`src/rtl/mips_mc_ctrl.sv`:
```
`default_nettype none
// ============================================================================
// Module  : mips_mc_ctrl
// Purpose : Multi-cycle MIPS control unit. It steps each instruction through a
//           small state machine. One ALU is shared between PC increment,
//           address generation and execute. Instruction and data memory use
//           req/ready handshakes that are guarded by a watchdog timeout.
// Ports   : clk, rst (async, active-low)
//           op/funct/rt      - IR fields used for decode
//           zero/alu_lsb     - ALU status used for branch resolution
//           imem_ready/dmem_ready - memory handshakes
//           imem_req, dmem_req, dmem_we, mem_bytes, ld_sign - memory control
//           pc_we, pc_src, ir_we, reg_we, reg_dst, wb_sel   - datapath enables
//           alu_a, alu_b, imm_sign, alu_op                  - ALU control
//           state, bus_err, ill_err, retired                - status/debug
// Revision: 1.0 - initial release
// ============================================================================
module mips_mc_ctrl #(
  parameter int TMO_W    = 4,
  parameter int MEM_TMO  = 12,
  parameter int RETIRE_W = 32
) (
  input  logic                clk,
  input  logic                rst,
  input  logic [5:0]          op,
  input  logic [5:0]          funct,
  input  logic [4:0]          rt,
  input  logic                zero,
  input  logic                alu_lsb,
  input  logic                imem_ready,
  input  logic                dmem_ready,
  output logic                imem_req,
  output logic                dmem_req,
  output logic                dmem_we,
  output logic [1:0]          mem_bytes,
  output logic                ld_sign,
  output logic                pc_we,
  output logic [1:0]          pc_src,
  output logic                ir_we,
  output logic                reg_we,
  output logic [1:0]          reg_dst,
  output logic [1:0]          wb_sel,
  output logic [1:0]          alu_a,
  output logic [1:0]          alu_b,
  output logic                imm_sign,
  output logic [3:0]          alu_op,
  output logic [3:0]          state,
  output logic                bus_err,
  output logic                ill_err,
  output logic [RETIRE_W-1:0] retired
);

  typedef enum logic [3:0] {
    S_FETCH  = 4'd0,  S_DECODE = 4'd1,  S_EXEC_R = 4'd2,  S_EXEC_I = 4'd3,
    S_MEMADR = 4'd4,  S_MEMRD  = 4'd5,  S_MEMWR  = 4'd6,  S_WB_ALU = 4'd7,
    S_WB_MEM = 4'd8,  S_BRANCH = 4'd9,  S_JUMP   = 4'd10, S_ERR    = 4'd15
  } state_e;

  typedef enum logic [3:0] {
    ALU_ADD = 4'd0, ALU_SUB = 4'd1, ALU_AND = 4'd2,  ALU_OR  = 4'd3,
    ALU_XOR = 4'd4, ALU_NOR = 4'd5, ALU_SLT = 4'd6,  ALU_SLTU = 4'd7,
    ALU_SLL = 4'd8, ALU_SRL = 4'd9, ALU_SRA = 4'd10, ALU_LUI = 4'd11
  } alu_e;

  state_e              state_q, state_d;
  logic [TMO_W-1:0]    wdog_q, wdog_d;
  logic                bus_err_q, bus_err_d;
  logic                ill_err_q, ill_err_d;
  logic [RETIRE_W-1:0] retired_q, retired_d;

  // ---------------------------------------------------------------- decode
  logic r_ok, r_shamt, r_jr, r_jalr;
  alu_e r_aop;
  always_comb begin
    r_ok    = 1'b1;
    r_shamt = 1'b0;
    r_jr    = 1'b0;
    r_jalr  = 1'b0;
    r_aop   = ALU_ADD;
    case (funct)
      6'h00:         begin r_aop = ALU_SLL; r_shamt = 1'b1; end
      6'h02:         begin r_aop = ALU_SRL; r_shamt = 1'b1; end
      6'h03:         begin r_aop = ALU_SRA; r_shamt = 1'b1; end
      6'h04:         r_aop = ALU_SLL;
      6'h06:         r_aop = ALU_SRL;
      6'h07:         r_aop = ALU_SRA;
      6'h08:         r_jr   = 1'b1;
      6'h09:         r_jalr = 1'b1;
      6'h20, 6'h21:  r_aop = ALU_ADD;
      6'h22, 6'h23:  r_aop = ALU_SUB;
      6'h24:         r_aop = ALU_AND;
      6'h25:         r_aop = ALU_OR;
      6'h26:         r_aop = ALU_XOR;
      6'h27:         r_aop = ALU_NOR;
      6'h2A:         r_aop = ALU_SLT;
      6'h2B:         r_aop = ALU_SLTU;
      default:       r_ok = 1'b0;
    endcase
  end

  logic i_ok, i_zext;
  alu_e i_aop;
  always_comb begin
    i_ok   = 1'b1;
    i_zext = 1'b0;
    i_aop  = ALU_ADD;
    case (op)
      6'h08, 6'h09: i_aop = ALU_ADD;
      6'h0A:        i_aop = ALU_SLT;
      6'h0B:        i_aop = ALU_SLTU;
      6'h0C:        begin i_aop = ALU_AND; i_zext = 1'b1; end
      6'h0D:        begin i_aop = ALU_OR;  i_zext = 1'b1; end
      6'h0E:        begin i_aop = ALU_XOR; i_zext = 1'b1; end
      6'h0F:        i_aop = ALU_LUI;
      default:      i_ok = 1'b0;
    endcase
  end

  logic is_r, is_load, is_store, is_br, is_j;
  assign is_r     = (op == 6'h00);
  assign is_load  = (op == 6'h20) || (op == 6'h21) || (op == 6'h23) ||
                    (op == 6'h24) || (op == 6'h25);
  assign is_store = (op == 6'h28) || (op == 6'h29) || (op == 6'h2B);
  assign is_br    = ((op >= 6'h04) && (op <= 6'h07)) ||
                    ((op == 6'h01) && (rt <= 5'd1));
  assign is_j     = (op == 6'h02) || (op == 6'h03);

  // Size from the low opcode bits (x0 byte, x1 half, x3 word); bit 2 marks
  // the unsigned load variants.
  logic [1:0] acc_bytes;
  always_comb begin
    case (op[1:0])
      2'b00:   acc_bytes = 2'd1;
      2'b01:   acc_bytes = 2'd2;
      default: acc_bytes = 2'd0;
    endcase
  end

  // The datapath's zero flag reports operand equality (A == B), so it is
  // still meaningful while the ALU performs SLT against $0 for blez/bgtz.
  logic br_taken;
  always_comb begin
    case (op)
      6'h04:   br_taken = zero;
      6'h05:   br_taken = ~zero;
      6'h06:   br_taken = alu_lsb | zero;
      6'h07:   br_taken = ~alu_lsb & ~zero;
      default: br_taken = rt[0] ? ~alu_lsb : alu_lsb;
    endcase
  end

  // ---------------------------------------------------------------- watchdog
  logic wait_st, ready, tmo;
  assign wait_st = (state_q == S_FETCH) || (state_q == S_MEMRD) || (state_q == S_MEMWR);
  assign ready   = (state_q == S_FETCH) ? imem_ready : dmem_ready;
  // Compare before incrementing so that a ready in the timeout cycle still wins.
  assign tmo     = (wdog_q == TMO_W'(MEM_TMO));
  assign wdog_d  = (wait_st && !ready && !tmo) ? wdog_q + TMO_W'(1) : '0;

  // ---------------------------------------------------------------- FSM
  always_comb begin
    state_d   = state_q;
    bus_err_d = bus_err_q;
    ill_err_d = ill_err_q;
    imem_req  = 1'b0;
    dmem_req  = 1'b0;
    dmem_we   = 1'b0;
    mem_bytes = 2'd0;
    ld_sign   = 1'b0;
    pc_we     = 1'b0;
    pc_src    = 2'd0;
    ir_we     = 1'b0;
    reg_we    = 1'b0;
    reg_dst   = 2'd0;
    wb_sel    = 2'd0;
    alu_a     = 2'd0;
    alu_b     = 2'd0;
    imm_sign  = 1'b0;
    alu_op    = ALU_ADD;

    case (state_q)
      S_FETCH: begin
        imem_req = 1'b1;
        alu_b    = 2'd1;
        if (imem_ready) begin
          ir_we   = 1'b1;
          pc_we   = 1'b1;
          state_d = S_DECODE;
        end else if (tmo) begin
          bus_err_d = 1'b1;
          state_d   = S_ERR;
        end
      end
      S_DECODE: begin
        alu_b    = 2'd3;
        imm_sign = 1'b1;
        if (is_r) begin
          if (r_jr || r_jalr)  state_d = S_JUMP;
          else if (r_ok)       state_d = S_EXEC_R;
          else begin
            ill_err_d = 1'b1;
            state_d   = S_ERR;
          end
        end else if (i_ok)                 state_d = S_EXEC_I;
        else if (is_load || is_store)      state_d = S_MEMADR;
        else if (is_br)                    state_d = S_BRANCH;
        else if (is_j)                     state_d = S_JUMP;
        else begin
          ill_err_d = 1'b1;
          state_d   = S_ERR;
        end
      end
      S_EXEC_R: begin
        alu_a   = r_shamt ? 2'd2 : 2'd1;
        alu_op  = r_aop;
        state_d = S_WB_ALU;
      end
      S_EXEC_I: begin
        alu_a    = 2'd1;
        alu_b    = 2'd2;
        imm_sign = ~i_zext;
        alu_op   = i_aop;
        state_d  = S_WB_ALU;
      end
      S_WB_ALU: begin
        reg_we  = 1'b1;
        reg_dst = is_r ? 2'd1 : 2'd0;
        state_d = S_FETCH;
      end
      S_MEMADR: begin
        alu_a    = 2'd1;
        alu_b    = 2'd2;
        imm_sign = 1'b1;
        state_d  = is_load ? S_MEMRD : S_MEMWR;
      end
      S_MEMRD, S_MEMWR: begin
        dmem_req  = 1'b1;
        dmem_we   = (state_q == S_MEMWR);
        mem_bytes = acc_bytes;
        ld_sign   = (state_q == S_MEMRD) & ~op[2];
        if (dmem_ready) begin
          state_d = (state_q == S_MEMRD) ? S_WB_MEM : S_FETCH;
        end else if (tmo) begin
          bus_err_d = 1'b1;
          state_d   = S_ERR;
        end
      end
      S_WB_MEM: begin
        reg_we  = 1'b1;
        wb_sel  = 2'd1;
        state_d = S_FETCH;
      end
      S_BRANCH: begin
        alu_a  = 2'd1;
        alu_op = ((op == 6'h04) || (op == 6'h05)) ? ALU_SUB : ALU_SLT;
        if (br_taken) begin
          pc_we  = 1'b1;
          pc_src = 2'd1;
        end
        state_d = S_FETCH;
      end
      S_JUMP: begin
        pc_we = 1'b1;
        if (is_r) begin
          pc_src = 2'd3;
          if (r_jalr) begin
            reg_we  = 1'b1;
            wb_sel  = 2'd2;
            reg_dst = 2'd1;
          end
        end else begin
          pc_src = 2'd2;
          if (op == 6'h03) begin
            reg_we  = 1'b1;
            wb_sel  = 2'd2;
            reg_dst = 2'd2;
          end
        end
        state_d = S_FETCH;
      end
      S_ERR:   state_d = S_ERR;
      default: state_d = S_FETCH;
    endcase

    // Under reset the state already reads FETCH. Keep only the fetch request
    // visible so that no enable can fire (e.g. ir_we from an early imem_ready).
    if (!rst) begin
      dmem_req  = 1'b0;
      dmem_we   = 1'b0;
      mem_bytes = 2'd0;
      ld_sign   = 1'b0;
      pc_we     = 1'b0;
      pc_src    = 2'd0;
      ir_we     = 1'b0;
      reg_we    = 1'b0;
      reg_dst   = 2'd0;
      wb_sel    = 2'd0;
      alu_a     = 2'd0;
      alu_b     = 2'd0;
      imm_sign  = 1'b0;
      alu_op    = ALU_ADD;
      imem_req  = 1'b1;
    end
  end

  assign retired_d = ((state_d == S_FETCH) && (state_q != S_FETCH)) ?
                     retired_q + RETIRE_W'(1) : retired_q;

  always_ff @(posedge clk or negedge rst) begin
    if (!rst) begin
      state_q   <= S_FETCH;
      wdog_q    <= '0;
      bus_err_q <= 1'b0;
      ill_err_q <= 1'b0;
      retired_q <= '0;
    end else begin
      state_q   <= state_d;
      wdog_q    <= wdog_d;
      bus_err_q <= bus_err_d;
      ill_err_q <= ill_err_d;
      retired_q <= retired_d;
    end
  end

  assign state   = state_q;
  assign bus_err = bus_err_q;
  assign ill_err = ill_err_q;
  assign retired = retired_q;

endmodule
`default_nettype wire
```
`config.mk`:
```
export PLATFORM = sky130hd
export DESIGN_NAME = mips_mc_ctrl
export DESIGN_NICKNAME = d
export VERILOG_FILES = /design/src/rtl/mips_mc_ctrl.sv
export SDC_FILE = /design/constraint.sdc
export NUM_CORES = 1
export LEC_CHECK = 0
export BUFFER_PORTS_ARGS = -buffer_cell sky130_fd_sc_hd__buf_2
export CAP_MARGIN = 20
export CORE_AREA = 3 3 68 95
export DETAILED_ROUTE_END_ITERATION = 16
export DIE_AREA = 0 0 71 98
export HOLD_SLACK_MARGIN = 0.02
export PLACE_DENSITY = 0.79
export SYNTH_ARGS = -nofsm -noshare
export SYNTH_HDL_FRONTEND = slang
export SYNTH_SLANG_ARGS = --single-unit
export TNS_END_PERCENT = 50
```
`constraint.sdc`:
```
create_clock -name clk -period 2.36 [get_ports clk]
set_input_delay 0.236 -clock clk [delete_from_list [all_inputs] [get_ports clk]]
set_output_delay 0.236 -clock clk [all_outputs]
set_load 0.01 [all_outputs]
```
==> flow_summary_export.csv <==
group,metric,value,unit
cts,root_buffer,"clkbuf_8",
power_and_ir_drop,p_clk_share,15.5,%
critical_path,cp_max_fo,11,
status,outcome,"finished clean",
cts,cts.path.max_buffers,2,
synthesis,synth.cell_area,3000,um^2
synthesis,synth_cell_type_count,64,
placed_design,place_inst,505,
critical_path,start_kind,"flop",
min_path,hold_class,"in -> reg",
grt,grt_max_degree,42,
synthesis,synth_ff_type,"dfrtp_1",
final_layout,final_area,3870,um^2
critical_path,cpMaxStageDelayCell,"dfrtp_2",
floorplanning,ios,85,
cts,insertion_delay,0.29,ns
sta,setup_viol,0,
power_and_ir_drop,p_switching,1.49,mW
sta,finalHoldViolations,0,
floorplanning,die_w,71,um
floorplanning,die_h,98,um
sta,fin_skew,0.00617,ns
power_and_ir_drop,internal_power,2.17,mW
synthesis,yosys.area.top_type_share,35.1,%
detailed_routing,dr.pass1.iters,4,
power_and_ir_drop,combinationalPowerShare,57.8,%
floorplanning,core-area,5610,um^2
cts,cts_tree,"done",
grt,grt.total_usage,23.5,%
power_and_ir_drop,pwr-share-seq,26.7,%
synthesis,syn_avg_cell_area,8.68,um^2
power_and_ir_drop,ir_worst_vdd,0.729,mV
final_layout,n_antenna_cell,0,
final_layout,fin_nets,479,
final_layout,stdcell_count,522,
min_path,hold_depth,3,
sta,fmaxAchievable,0.428,GHz
final_layout,area_growth_syn_to_layout,29.2,%
sta,tightest_slew,0.512,ns
critical_path,r2r_cells,9,
sta,fin_crit,2.34,ns
power_and_ir_drop,p_leak,1.90,nW
floorplanning,start_util,53.4,%
synthesis,yosysTopAreaCell,"dfrtp_1",
synthesis,syn_inst,345,
cts,clock_sinks,42,
synthesis,yosysWarnings,0,
power_and_ir_drop,p_per_area,948,nW/um^2
floorplanning,dieArea,6960,um^2
final_layout,seqCellArea,1060,um^2
final_layout,n_fill_cell,457,
critical_path,cp.depth,9,
synthesis,synth.area.top_cells,"dfrtp_1 35%, xnor2_1 9.4%, and3_1 4.2%",
sta,timing.final.crit_share,99.0,%
detailed_routing,postRouteAntennaNets,0,
cts,cts_buffers,5,
grt,grt_pass1_vias,2944,
critical_path,worst_ep_arrival_time,2.52,ns
detailed_routing,wl_per_cell,16.4,um
placed_design,io_buffer_count,84,
critical_path,worstSetupPathType,"reg -> reg",
synthesis,synth-edff-count,0,
critical_path,critical-path-top-delay-family,"simple AND/OR/NAND/NOR gates",
placed_design,place_hpwl,6230,um
power_and_ir_drop,swShare,40.7,%
power_and_ir_drop,power,3.67,mW
cts,h-tree-depth,2,
detailed_routing,drt_iter0_markers,138,
detailed_routing,wl,8570,um
placed_design,place_congestion,0.838,
synthesis,synthArstFlopShare,100,%
sta,grt_setup_unrepaired,"true",
critical_path,critPathRequiredTime,2.55,ns
final_layout,drive_above_1_share,33.0,%
detailed_routing,num_vias,3053,
run,maxCapViolations,0,
floorplanning,rows,32,
synthesis,yosysSeqAreaShare,35.1,%
detailed_routing,drc_errors,0,
detailed_routing,via_per_inst,5.85,
grt,gr-total-overflow,0,
critical_path,cpPeakStageDelay,0.47,ns
grt,grt_pass1_wl,13600,um
critical_path,critPathBufInv,2,
critical_path,worstPathCellList,"and4bb_2 > o31ai_2 > and2_1 > nand4_1 > nor3b_4 > buf_6 > clkbuf_16 > nand3_1 > xnor2_1",
final_layout,multi_input_area,1800,um^2
grt,antenna_found_initial,0,
synthesis,syn_nets,371,
cts,clk_pin_slew,0.08,ns
critical_path,end_kind,"flop",
sta,report.final.slew_viol_count,0,
placed_design,placed_area,3600,um^2
sta,maxSlewHeadroom,65.9,%
synthesis,ys_seq_elements,42,
## worst min-delay path: cells and delay by family
| family | cells | cell delay [ns] |
|---|---|---|
| buf+inv | 1 | 0.14 |
| compound gates | 1 | 0.11 |
| simple gates | 1 | 0.08 |
## cells by family after synthesis
| family | share of synthesized area (%) |
|---|---|
| AO/OA/AOI/OAI | 14.5 |
| XOR/XNOR | 10.8 |
| adder cells (fa/ha/maj) | 1.25 |
| buffers and inverters | 6.18 |
| flip-flops | 35.1 |
| multiplexers | 0.710 |
| AND/OR/NAND/NOR | 31.5 |
## sequential cells by signal, summed over array words and instances, names as in the netlist
register and flops:
retired 32, ill_err 1, state 4, bus_err 1, wdog_q 4
## layout by cell type (no fill, tap or decap), types with 2 or more instances in the layout
cell type and n:
a21o_1 4, clkbuf_16 2, a211o_1 2, dfrtp_2 4, a2111oi_2 2, nor2b_1 2, nand4_1 20, nor4_1 5
a21oi_1 9, dfrtp_1 38, buf_6 3, nand3_1 20, o21a_1 4, buf_2 85, a211oi_1 4, nand2b_1 5
and3_1 20, and2_1 7, nand2_1 31, inv_1 13, nor2_2 2, nor3_1 8, and4_1 5, clkbuf_8 5
ha_1 3, buf_4 31, nand4b_1 2, o21ai_0 9, xor2_1 5, nor2_1 24, a31oi_1 7, o31ai_1 2
xnor2_1 32, nor4_2 2
## layer usage
| metal | vias up | wire length, um | GRT usage, % |
|---|---|---|---|
| met4 | 0 | 167 | 6.22 |
| li1 | 1470 | - | - |
| met3 | 13 | 351 | 3.19 |
| met2 | 94 | 4670 | 43.7 |
| met1 | 1476 | 3370 | 27.8 |
| met5 | - | 0 | 0 |
## timing repair
action / CTS / global route
gates cloned: 0 / 3
endpoints found under the setup margin: 1 / 39
pin swaps: 0 / 6
resized for setup: 1 / 16
setup buffers: 0 / 5
hold endpoints to repair: 1 / 0
hold buffers: 1 / 0
## metrics by stage
step / hold WS (ns) / TNS [ns] / utilization (%) / setup slack (ns)
after floorplan: -0.0596 / 0 / - / 0.168
after global placement: 0.0850 / 0 / 64.3 / 0.0840
after detailed placement: 0.0851 / 0 / 64.3 / 0.0838
after CTS: 0.309 / 0 / 66.4 / 0.0423
after global routing: 0.333 / -0.357 / 69.0 / -0.0733
final: 0.315 / 0 / 69.0 / 0.0232
## cells in the mapped netlist (5+ instances only)
cell type	n
nand2b_1	5
xnor2_1	32
nor4_1	7
nor3_1	8
xor2_1	5
nand3_1	20
inv_1	13
dfrtp_1	42
nand4_1	20
clkbuf_1	7
and4_1	5
a31oi_1	7
o21ai_0	9
a21oi_1	9
buf_6	5
nand2_1	31
and2_1	7
and3_1	20
nor2_1	26
## power by group through the flow
stage | registers (mW) | logic, mW | clock network (mW)
floorplan | 0.973 | 1.18 | 0
global placement | 0.984 | 1.66 | 0
detailed placement | 0.988 | 1.68 | 0
CTS | 0.974 | 1.69 | 0.574
global route | 0.996 | 2.31 | 0.608
finish | 0.978 | 2.12 | 0.570
## layout make-up
cell class / instances / area share, %
multi-input combinational: 268 / 46.5
sequential: 42 / 27.3
inverter: 13 / 1.26
clock buffer: 6 / 1.88
timing repair buffer: 123 / 19.9
tap: 68 / 2.20
clock inverter: 2 / 0.970
## worst paths after layout
path	from	endpoint	slack [ns]
setup / recovery	state[1]	retired[20]	0.02
hold / removal	op[4]	state[0]	0.31
setup reg to reg	state[1]	retired[20]	0.02
hold reg to reg	bus_err	bus_err	0.47
max in group asynchronous	rst	state[1]	1.26
min in group asynchronous	rst	state[0]	0.33
Power figures use the tool's default switching activity.
